$ cat config.mk
export PLATFORM = sky130hd
export DESIGN_NAME = voice_cmd_sequencer
export DESIGN_NICKNAME = d
export VERILOG_FILES = /design/src/rtl/harb_cmd_pkg.sv /design/src/rtl/cmd_idle_timer.sv /design/src/rtl/voice_cmd_sequencer.sv
export SDC_FILE = /design/constraint.sdc
export NUM_CORES = 1
export LEC_CHECK = 0
export ABC_AREA = 0
export CAP_MARGIN = 20
export CORE_MARGIN = 5
export CORE_UTILIZATION = 40
export CTS_CLUSTER_DIAMETER = 80
export CTS_CLUSTER_SIZE = 40
export DETAILED_ROUTE_END_ITERATION = 7
export PLACE_DENSITY = 0.7
export RECOVER_POWER = 50
export SETUP_SLACK_MARGIN = 0.05
export SLEW_MARGIN = 20
export SYNTH_ARGS = -nofsm -noshare
export SYNTH_HDL_FRONTEND = slang
export SYNTH_SLANG_ARGS = --single-unit
$ cat constraint.sdc
create_clock -name clk147 -period 8.8 [get_ports clk147]
set_input_delay 1.76 -clock clk147 [delete_from_list [all_inputs] [get_ports clk147]]
set_output_delay 1.76 -clock clk147 [all_outputs]
set_load 0.01 [all_outputs]
$ cat src/rtl/harb_cmd_pkg.sv
// Shared definitions for the voice command sequencer.
//   - OPC_W: width of the opcode field at the top of every command word.
//   - opcode_e: NOP / LOAD_ALL / GATE / LOAD_ONE.
//   - state_e: sequencer FSM states.
//   - op_msb / mask_msb: MSB positions of the opcode and voice-mask fields
//     for a given command word width.
package harb_cmd_pkg;

    localparam int OPC_W = 4;

    typedef enum logic [OPC_W-1:0] {
        OP_NOP      = 4'd0,
        OP_LOAD_ALL = 4'd1,
        OP_GATE     = 4'd2,
        OP_LOAD_ONE = 4'd3
    } opcode_e;

    typedef enum logic [1:0] {
        ST_IDLE     = 2'd0,
        ST_LOAD_ALL = 2'd1,
        ST_LOAD_ONE = 2'd2
    } state_e;

    function automatic int op_msb(input int data_w);
        return data_w - 1;
    endfunction

    function automatic int mask_msb(input int data_w);
        return data_w - 1 - OPC_W;
    endfunction

endpackage

$ cat src/rtl/cmd_idle_timer.sv
// Idle-cycle timer for an in-progress parameter load.
//   clk    : clock
//   rst    : asynchronous active-high reset
//   en     : a load is in progress (timer runs only while high)
//   clr    : a word was accepted this cycle (restarts the count)
//   expire : high in the TIMEOUT_CYC-th consecutive enabled cycle without clr
// Used by voice_cmd_sequencer only when CMD_TIMEOUT_EN is defined.
module cmd_idle_timer #(
    parameter int TIMEOUT_CYC = 4096
) (
    input  logic clk,
    input  logic rst,
    input  logic en,
    input  logic clr,
    output logic expire
);

    localparam int CNT_W = $clog2(TIMEOUT_CYC + 1);
    localparam logic [CNT_W-1:0] LAST = CNT_W'(TIMEOUT_CYC - 1);

    logic [CNT_W-1:0] cnt_q;

    // The cycle holding LAST is itself the TIMEOUT_CYC-th idle cycle.
    assign expire = en && !clr && (cnt_q == LAST);

    always_ff @(posedge clk or posedge rst) begin
        if (rst) begin
            cnt_q <= '0;
        end else if (!en || clr || expire) begin
            cnt_q <= '0;
        end else begin
            cnt_q <= cnt_q + CNT_W'(1);
        end
    end

endmodule

$ cat src/rtl/voice_cmd_sequencer.sv
// Command decoder between the host command FIFO and the voice parameter store.
// Decodes a valid/ready command stream, bulk- or single-loads voice parameters
// through a registered write port with back-pressure, and drives per-voice
// gate/trigger and commit strobes.
//
// Ports:
//   clk147, rst            clock, asynchronous active-high reset
//   cmd_data/valid/ready   command stream; a word moves when valid && ready
//   wr_en/addr/data/mask   parameter write; the store takes it when wr_en && wr_ready
//   wr_ready               store back-pressure
//   commit                 1-cycle pulse: masked voices latch shadow params
//   gate, trig             gate level per voice, trig pulse on 0->1 gate edges
//   busy                   FSM is inside a load
//   err_op                 sticky illegal opcode / index flag
//   abort                  1-cycle pulse when a load times out
//
// Optional feature: define CMD_TIMEOUT_EN to abort loads that stall for
// TIMEOUT_CYC cycles without an accepted word. Without it loads wait forever
// and abort is tied low.
module voice_cmd_sequencer
    import harb_cmd_pkg::*;
#(
    parameter int NUM_VOICES  = 8,
    parameter int NUM_PARAMS  = 56,
    parameter int DATA_W      = 32,
    parameter int TIMEOUT_CYC = 4096,
    localparam int PIDX_W     = $clog2(NUM_PARAMS)
) (
    input  logic                  clk147,
    input  logic                  rst,
    input  logic [DATA_W-1:0]     cmd_data,
    input  logic                  cmd_valid,
    output logic                  cmd_ready,
    output logic                  wr_en,
    output logic [PIDX_W-1:0]     wr_addr,
    output logic [DATA_W-1:0]     wr_data,
    output logic [NUM_VOICES-1:0] wr_mask,
    input  logic                  wr_ready,
    output logic [NUM_VOICES-1:0] commit,
    output logic [NUM_VOICES-1:0] gate,
    output logic [NUM_VOICES-1:0] trig,
    output logic                  busy,
    output logic                  err_op,
    output logic                  abort
);

    localparam int OP_MSB   = op_msb(DATA_W);
    localparam int MASK_MSB = mask_msb(DATA_W);
    localparam logic [PIDX_W-1:0] LAST_IDX  = PIDX_W'(NUM_PARAMS - 1);
    localparam logic [PIDX_W:0]   IDX_LIMIT = (PIDX_W + 1)'(NUM_PARAMS);

    state_e state_q, state_d;

    logic [PIDX_W-1:0]     cnt_q;
    logic [PIDX_W-1:0]     idx_q;
    logic [NUM_VOICES-1:0] mask_q;
    logic                  last_q;   // pending write is the final one of its load

    logic [OPC_W-1:0]      f_op;
    logic [NUM_VOICES-1:0] f_mask;
    logic [PIDX_W-1:0]     f_idx;
    logic                  idx_ok;

    logic accept, wr_done, expire;
    logic load_all_start, load_one_start, gate_set, err_set;
    logic data_take, data_last;
    logic [PIDX_W-1:0] data_addr;

    // Handshakes: a command word moves on cmd_valid && cmd_ready; a parameter
    // write moves on wr_en && wr_ready. cmd_ready only requires that the write
    // register is free or being emptied this cycle, so it is the same in every
    // state and each accepted load word always has a slot to land in.
    assign cmd_ready = !rst && (!wr_en || wr_ready);
    assign accept    = cmd_valid && cmd_ready;
    assign wr_done   = wr_en && wr_ready;

    assign f_op   = cmd_data[OP_MSB -: OPC_W];
    assign f_mask = cmd_data[MASK_MSB -: NUM_VOICES];
    assign f_idx  = cmd_data[PIDX_W-1:0];
    assign idx_ok = ({1'b0, f_idx} < IDX_LIMIT);

    assign busy   = (state_q != ST_IDLE);
    assign commit = (wr_done && last_q) ? wr_mask : '0;

`ifdef CMD_TIMEOUT_EN
    cmd_idle_timer #(
        .TIMEOUT_CYC(TIMEOUT_CYC)
    ) u_idle_timer (
        .clk   (clk147),
        .rst   (rst),
        .en    (busy),
        .clr   (accept),
        .expire(expire)
    );

    always_ff @(posedge clk147 or posedge rst) begin
        if (rst) begin
            abort <= 1'b0;
        end else begin
            abort <= expire;
        end
    end
`else
    assign expire = 1'b0;
    assign abort  = 1'b0;
`endif

    always_ff @(posedge clk147 or posedge rst) begin
        if (rst) begin
            state_q <= ST_IDLE;
        end else begin
            state_q <= state_d;
        end
    end

    // Words accepted inside a load are data only; opcodes are decoded in IDLE.
    always_comb begin
        state_d        = state_q;
        load_all_start = 1'b0;
        load_one_start = 1'b0;
        gate_set       = 1'b0;
        err_set        = 1'b0;
        data_take      = 1'b0;
        data_last      = 1'b0;
        data_addr      = '0;
        case (state_q)
            ST_IDLE: begin
                if (accept) begin
                    case (f_op)
                        OP_NOP: ;
                        OP_LOAD_ALL: begin
                            state_d        = ST_LOAD_ALL;
                            load_all_start = 1'b1;
                        end
                        OP_GATE: gate_set = 1'b1;
                        OP_LOAD_ONE: begin
                            if (idx_ok) begin
                                state_d        = ST_LOAD_ONE;
                                load_one_start = 1'b1;
                            end else begin
                                err_set = 1'b1;
                            end
                        end
                        default: err_set = 1'b1;
                    endcase
                end
            end
            ST_LOAD_ALL: begin
                if (accept) begin
                    data_take = 1'b1;
                    data_addr = cnt_q;
                    if (cnt_q == LAST_IDX) begin
                        data_last = 1'b1;
                        state_d   = ST_IDLE;
                    end
                end else if (expire) begin
                    state_d = ST_IDLE;
                end
            end
            ST_LOAD_ONE: begin
                if (accept) begin
                    data_take = 1'b1;
                    data_addr = idx_q;
                    data_last = 1'b1;
                    state_d   = ST_IDLE;
                end else if (expire) begin
                    state_d = ST_IDLE;
                end
            end
            default: state_d = ST_IDLE;
        endcase
    end

    always_ff @(posedge clk147 or posedge rst) begin
        if (rst) begin
            cnt_q   <= '0;
            idx_q   <= '0;
            mask_q  <= '0;
            last_q  <= 1'b0;
            wr_en   <= 1'b0;
            wr_addr <= '0;
            wr_data <= '0;
            wr_mask <= '0;
            gate    <= '0;
            trig    <= '0;
            err_op  <= 1'b0;
        end else begin
            if (load_all_start) begin
                mask_q <= f_mask;
                cnt_q  <= '0;
            end else if (load_one_start) begin
                mask_q <= f_mask;
                idx_q  <= f_idx;
            end else if (data_take && state_q == ST_LOAD_ALL) begin
                cnt_q <= data_last ? '0 : cnt_q + PIDX_W'(1);
            end else if (expire) begin
                cnt_q <= '0;
            end

            // A new word can only be taken when the old write is leaving,
            // so loading here never overwrites an unaccepted write.
            if (data_take) begin
                wr_en   <= 1'b1;
                wr_addr <= data_addr;
                wr_data <= cmd_data;
                wr_mask <= mask_q;
                last_q  <= data_last;
            end else if (wr_done) begin
                wr_en  <= 1'b0;
                last_q <= 1'b0;
            end

            if (gate_set) begin
                gate <= f_mask;
            end
            trig <= gate_set ? (f_mask & ~gate) : '0;

            if (err_set) begin
                err_op <= 1'b1;
            end
        end
    end

endmodule
Yosys cells after proc, flatten, opt, wreduce, memory -nomap -nowiden
Index checks and enable logic that the tools add are counted.

Add/subtract/negate cells: 1. Magnitude comparators: 1. Equal/unequal tests: 13. Multiplexer cells: 40. Bitwise logic cells: 3. Reduce and logical (&&, ||, !) cells: 19.

Operators with widths (count): $mux 6 (6); $mux 8 (4); $mux 1 (20); $pmux 6 s2 (1); $mux 2 (5); $ne 2x2->1 const B (5); $and 8x8->8 (1); $eq 4x2->1 const B (2); $not 8->8 (1); $reduce_bool 2->1 (4); $add 6x1->6 const B (1); $eq 6x6->1 const B (1); $lt 6x6->1 const B (1); $pmux 2 s3 (1); $reduce_and 6->1 (1); $logic_and 1x1->1 (5); $eq 4x1->1 const B (1); $logic_not 4->1 (1); $pmux 1 s2 (2); $pmux 2 s2 (1); $reduce_and 2->1 (2); $ne 3x1->1 const B (1); $ne 3x3->1 const B (1); $reduce_or 3->1 (1); other kinds (7) (8).

Register bits after elaboration: 87. Input port bits: 36. Output and inout port bits: 75. Word-level logic and storage cells: 89.

Depth between registers and ports, before layout
Depth after elaboration: 10. Mapped depth: 7. Gate-level depth less buffers: 7.

Worst setup path after synthesis
Ideal clock, no wire load.

Path kind: input to output. From: in rst. To: out cmd_ready. Arrival time: 3.937 ns. Data required time: 7.040 ns. Slack: 3.103 ns. Cell stages on the path: 2. Path buffers: 0. Cells stage by stage: inv_1 and2_1.

Word-level cells in the longest chain between the ends: 2.

RTL lines: from (decl) (line voice_cmd_sequencer.sv:30) `input logic rst,`; $logic_not 1->1 (no line); $logic_and 1x1->1 (line voice_cmd_sequencer.sv:73) `assign cmd_ready = !rst && (!wr_en || wr_ready);`; to (decl) (line voice_cmd_sequencer.sv:33) `output logic cmd_ready,`.

No other way between the ends.

Final worst setup path
Same ends and word-level chain as after synthesis.

==> key figures <==
Power and ir drop
  – Leak: approximately 2.5 nW
  – Peak VDD IR: 138 uV
  – Power density over cell area: 289 mW/mm^2

Global routing
  – First-pass GRT wire length: around 15000 um
  – Number of global-route vias before repair: between 2000 and 3000
  – Grt ovf: 0
  – Total global-route track usage: between 10% and 20%
  – Largest net degree at the start of global routing: between 50 and 60
  – Initial antenna violation count: 0

Cells and area
  – Layout cells sized above 1: 12.9%
  – Core Util, Final: a little under three fifths
  – P&R area growth vs syn: 36.5%
  – Layout Nets: ~480
  – Diode count: 0

Clock tree
  – Post_cts resized: 0
  – Post-CTS Setup Inserts: 0
  – Hold-fix buffers, CTS: 0
  – CTS Root Cell: clkbuf_8
  – CTS Buf Count: 9
  – Max Root-Sink Buffers: 2
  – Worst-skew pair later-pin latency: 0.36 ns
  – H-tree depth: 3
  – CTS tree: done
  – Clk sinks: a little under 90
  – Worst-path clk slew: approximately 0.10 ns

Place
  – Placer Congestion: 0.811
  – I/O Buffers: between 100 and 150
  – DP Wirelength: about 6400 um

Synthesis
  – Synth top area cells: dfrtp_1 59%, nand2_1 11%, mux2_2 6.1%
  – Count of flip-flops with a built-in enable after synthesis: 0
  – Ys Warns: 0
  – Synth top area share: just under 60%
  – Area leader, netlist: dfrtp_1
  – Synthesized area: between 0.003 and 0.004 mm^2
  – Sequential area share after synthesis: 58.6%
  – Async SR Flop Fraction: 100%
  – Top cells by count, synth: 113 x nand2_1, 87 x dfrtp_1, 20 x mux2_2
  – Synth Register Bits: between 80 and 90
  – Syn Area/Cell: 11.0 um^2
  – Most numerous cell in the Yosys netlist: nand2_1
  – Post-synth cell types: 44
  – Mapped Nets: ~380
  – Primary FF master, synth: dfrtp_1
  – Cells after Synth: approximately 340

STA
  – Slew HR: -102%
  – TNS Setup: 0 ns
  – Final Hold Fails: 0
  – Final worst path period share: between 70 and 80%
  – Worst-margin pin slew: approximately 3.0 ns
  – Pins over their slew limit: 58
  – Endpoints failing setup: 0
  – Clk_skew: around 0.014 ns
  – RSZ-0062 raised after global routing: false
  – Max Fclk: around 160 MHz
  – Minimum clock period: between 6 and 7 ns

Detailed routing
  – Initial DRC count: 114
  – ANT nets after route: 0
  – Routed vias: 2823
  – DR pass1 iterations: 4
  – DRC: 0
  – DRT Wirelength: a little over 9000 um
  – Drt wl/cell: ~16 um
  – Drt via density: around 5.0

Outcome
  – Outcome: complete, but fails checks
  – Failing checks: capacitance limit, slew limit

Critical path
  – Cell family with the largest share of critical-path delay: buffers and inverters
  – R2R setup slack: ~6.6 ns
  – Bufs and invs on worst path: 3
  – CP Class: in2out
  – Worst Setup Start Kind: primary input
  – CP endpoint kind: output port
  – Cell Chain, Critical Path: dlygate4sd3_1 -> clkinvlp_2 -> and2_1 -> clkdlybuf4s50_1
  – Crit path max-delay cell type: clkinvlp_2
  – Max FO, Critical Path: 32
  – CP max stage delay: 1.08 ns
  – Worst endpoint required time: between 7 and 8 ns
  – Worst Path Arrival: 4.47 ns

Min path
  – Worst hold path type: reg2reg

Floorplanning
  – Initial core utilization: 40.6%
  – Total die area: 0.0113 mm^2
  – I/O Pins: 111
  – Die Wd: about 110 um
  – Core ar.: between 0.009 and 0.01 mm^2
  – Placement Rows: 35
  – Die Y: 106 um

Flow run
  – Max cap viols: 1
[layout make-up]
class / instances / area, um^2
clock buffer: 9 / 124
clock inverter: 7 / 71.3
fill: 804 / 4080
inverter: 8 / 31.3
multi-input combinational: 226 / 1420
sequential: 87 / 2180
tap: 111 / 139
timing repair buffer: 112 / 1110
[state kept, by name (all words and copies together) (netlist names), 6 cells and up]
name and cells:
wr_data 32, wr_mask 8, gate 8, idx_q 6
cnt_q 6, trig 8, wr_addr 6, mask_q 8
[logic make-up after synthesis]
group,count (synthesis),share of synthesized area (%)
buf+inv,25,3.37
mux,28,9.30
compound gates,35,7.35
other cells,1,0.101
fa+ha+maj,4,1.35
flops,87,58.6
simple gates,158,19.9
[report_power, final]
group	switching (mW)	internal [mW]	leakage (nW)
registers	0.0878	0.545	1.11
clock network	0.161	0.111	0.0995
logic	0.277	0.285	1.28
total	0.525	0.942	2.49
[per-layer routing]
| metal | vias up | GRT usage [%] | part of all wire (%) |
|---|---|---|---|
| li1 | 1345 | - | - |
| met1 | 1366 | 22.6 | 46 |
| met2 | 99 | 24.1 | 44 |
| met3 | 13 | 5.83 | 8.3 |
| met4 | 0 | 5.92 | 1.6 |
| met5 | - | 0 | 0 |
[final timing paths]
| check | from | cells after the start | end |
|---|---|---|---|
| worst max-delay path | rst | 4 | cmd_ready |
| worst min-delay path | gate[6] | 1 | trig[6] |
| worst max register to register | wr_en | 6 | cnt_q[4] |
| worst min register to register | gate[6] | 1 | trig[6] |
| max in group asynchronous | rst | 3 | wr_mask[5] |
| min in group asynchronous | rst | 2 | err_op |
[cells in the final DEF (no fill, tap or decap), types with 3 or more instances in the layout]
master and n:
a22oi_1 8, and2_1 10, and3_1 4, clkbuf_8 9, clkdlybuf4s50_1 46, dfrtp_1 87
dlygate4sd3_1 63, ha_1 4, inv_1 6, inv_6 3, mux2_2 20, mux2_4 8
nand2_1 113, nand2b_1 3, nand3_1 8, nor3b_1 9, o21ai_0 8
[worst reg2reg max path, delay by kind of cell, from the launching register on]
kind / cells / cell delay (ns)
DFF: 1 / 0.42
AOI/OAI and AO/OA: 2 / 0.43
and+or+nand+nor: 3 / 0.87
buffers and inverters: 1 / 0.39
[through the flow]
stage / worst slack (ns) / power [mW] / hold WS, ns / cell area (um^2) / cells
final: 2.57 / 1.47 / 0.460 / 5070 / 560
after global placement: 3.44 / 1.24 / 0.439 / 4880 / 544
after floorplan: 3.10 / 0.929 / 0.435 / 3710 / 338
after detailed placement: 3.44 / 1.25 / 0.448 / 4880 / 544
after CTS: 3.41 / 1.53 / 0.465 / 5070 / 560
after global routing: 2.16 / 1.57 / 0.494 / 5070 / 560
No activity file was read; power rests on OpenSTA's default activity.
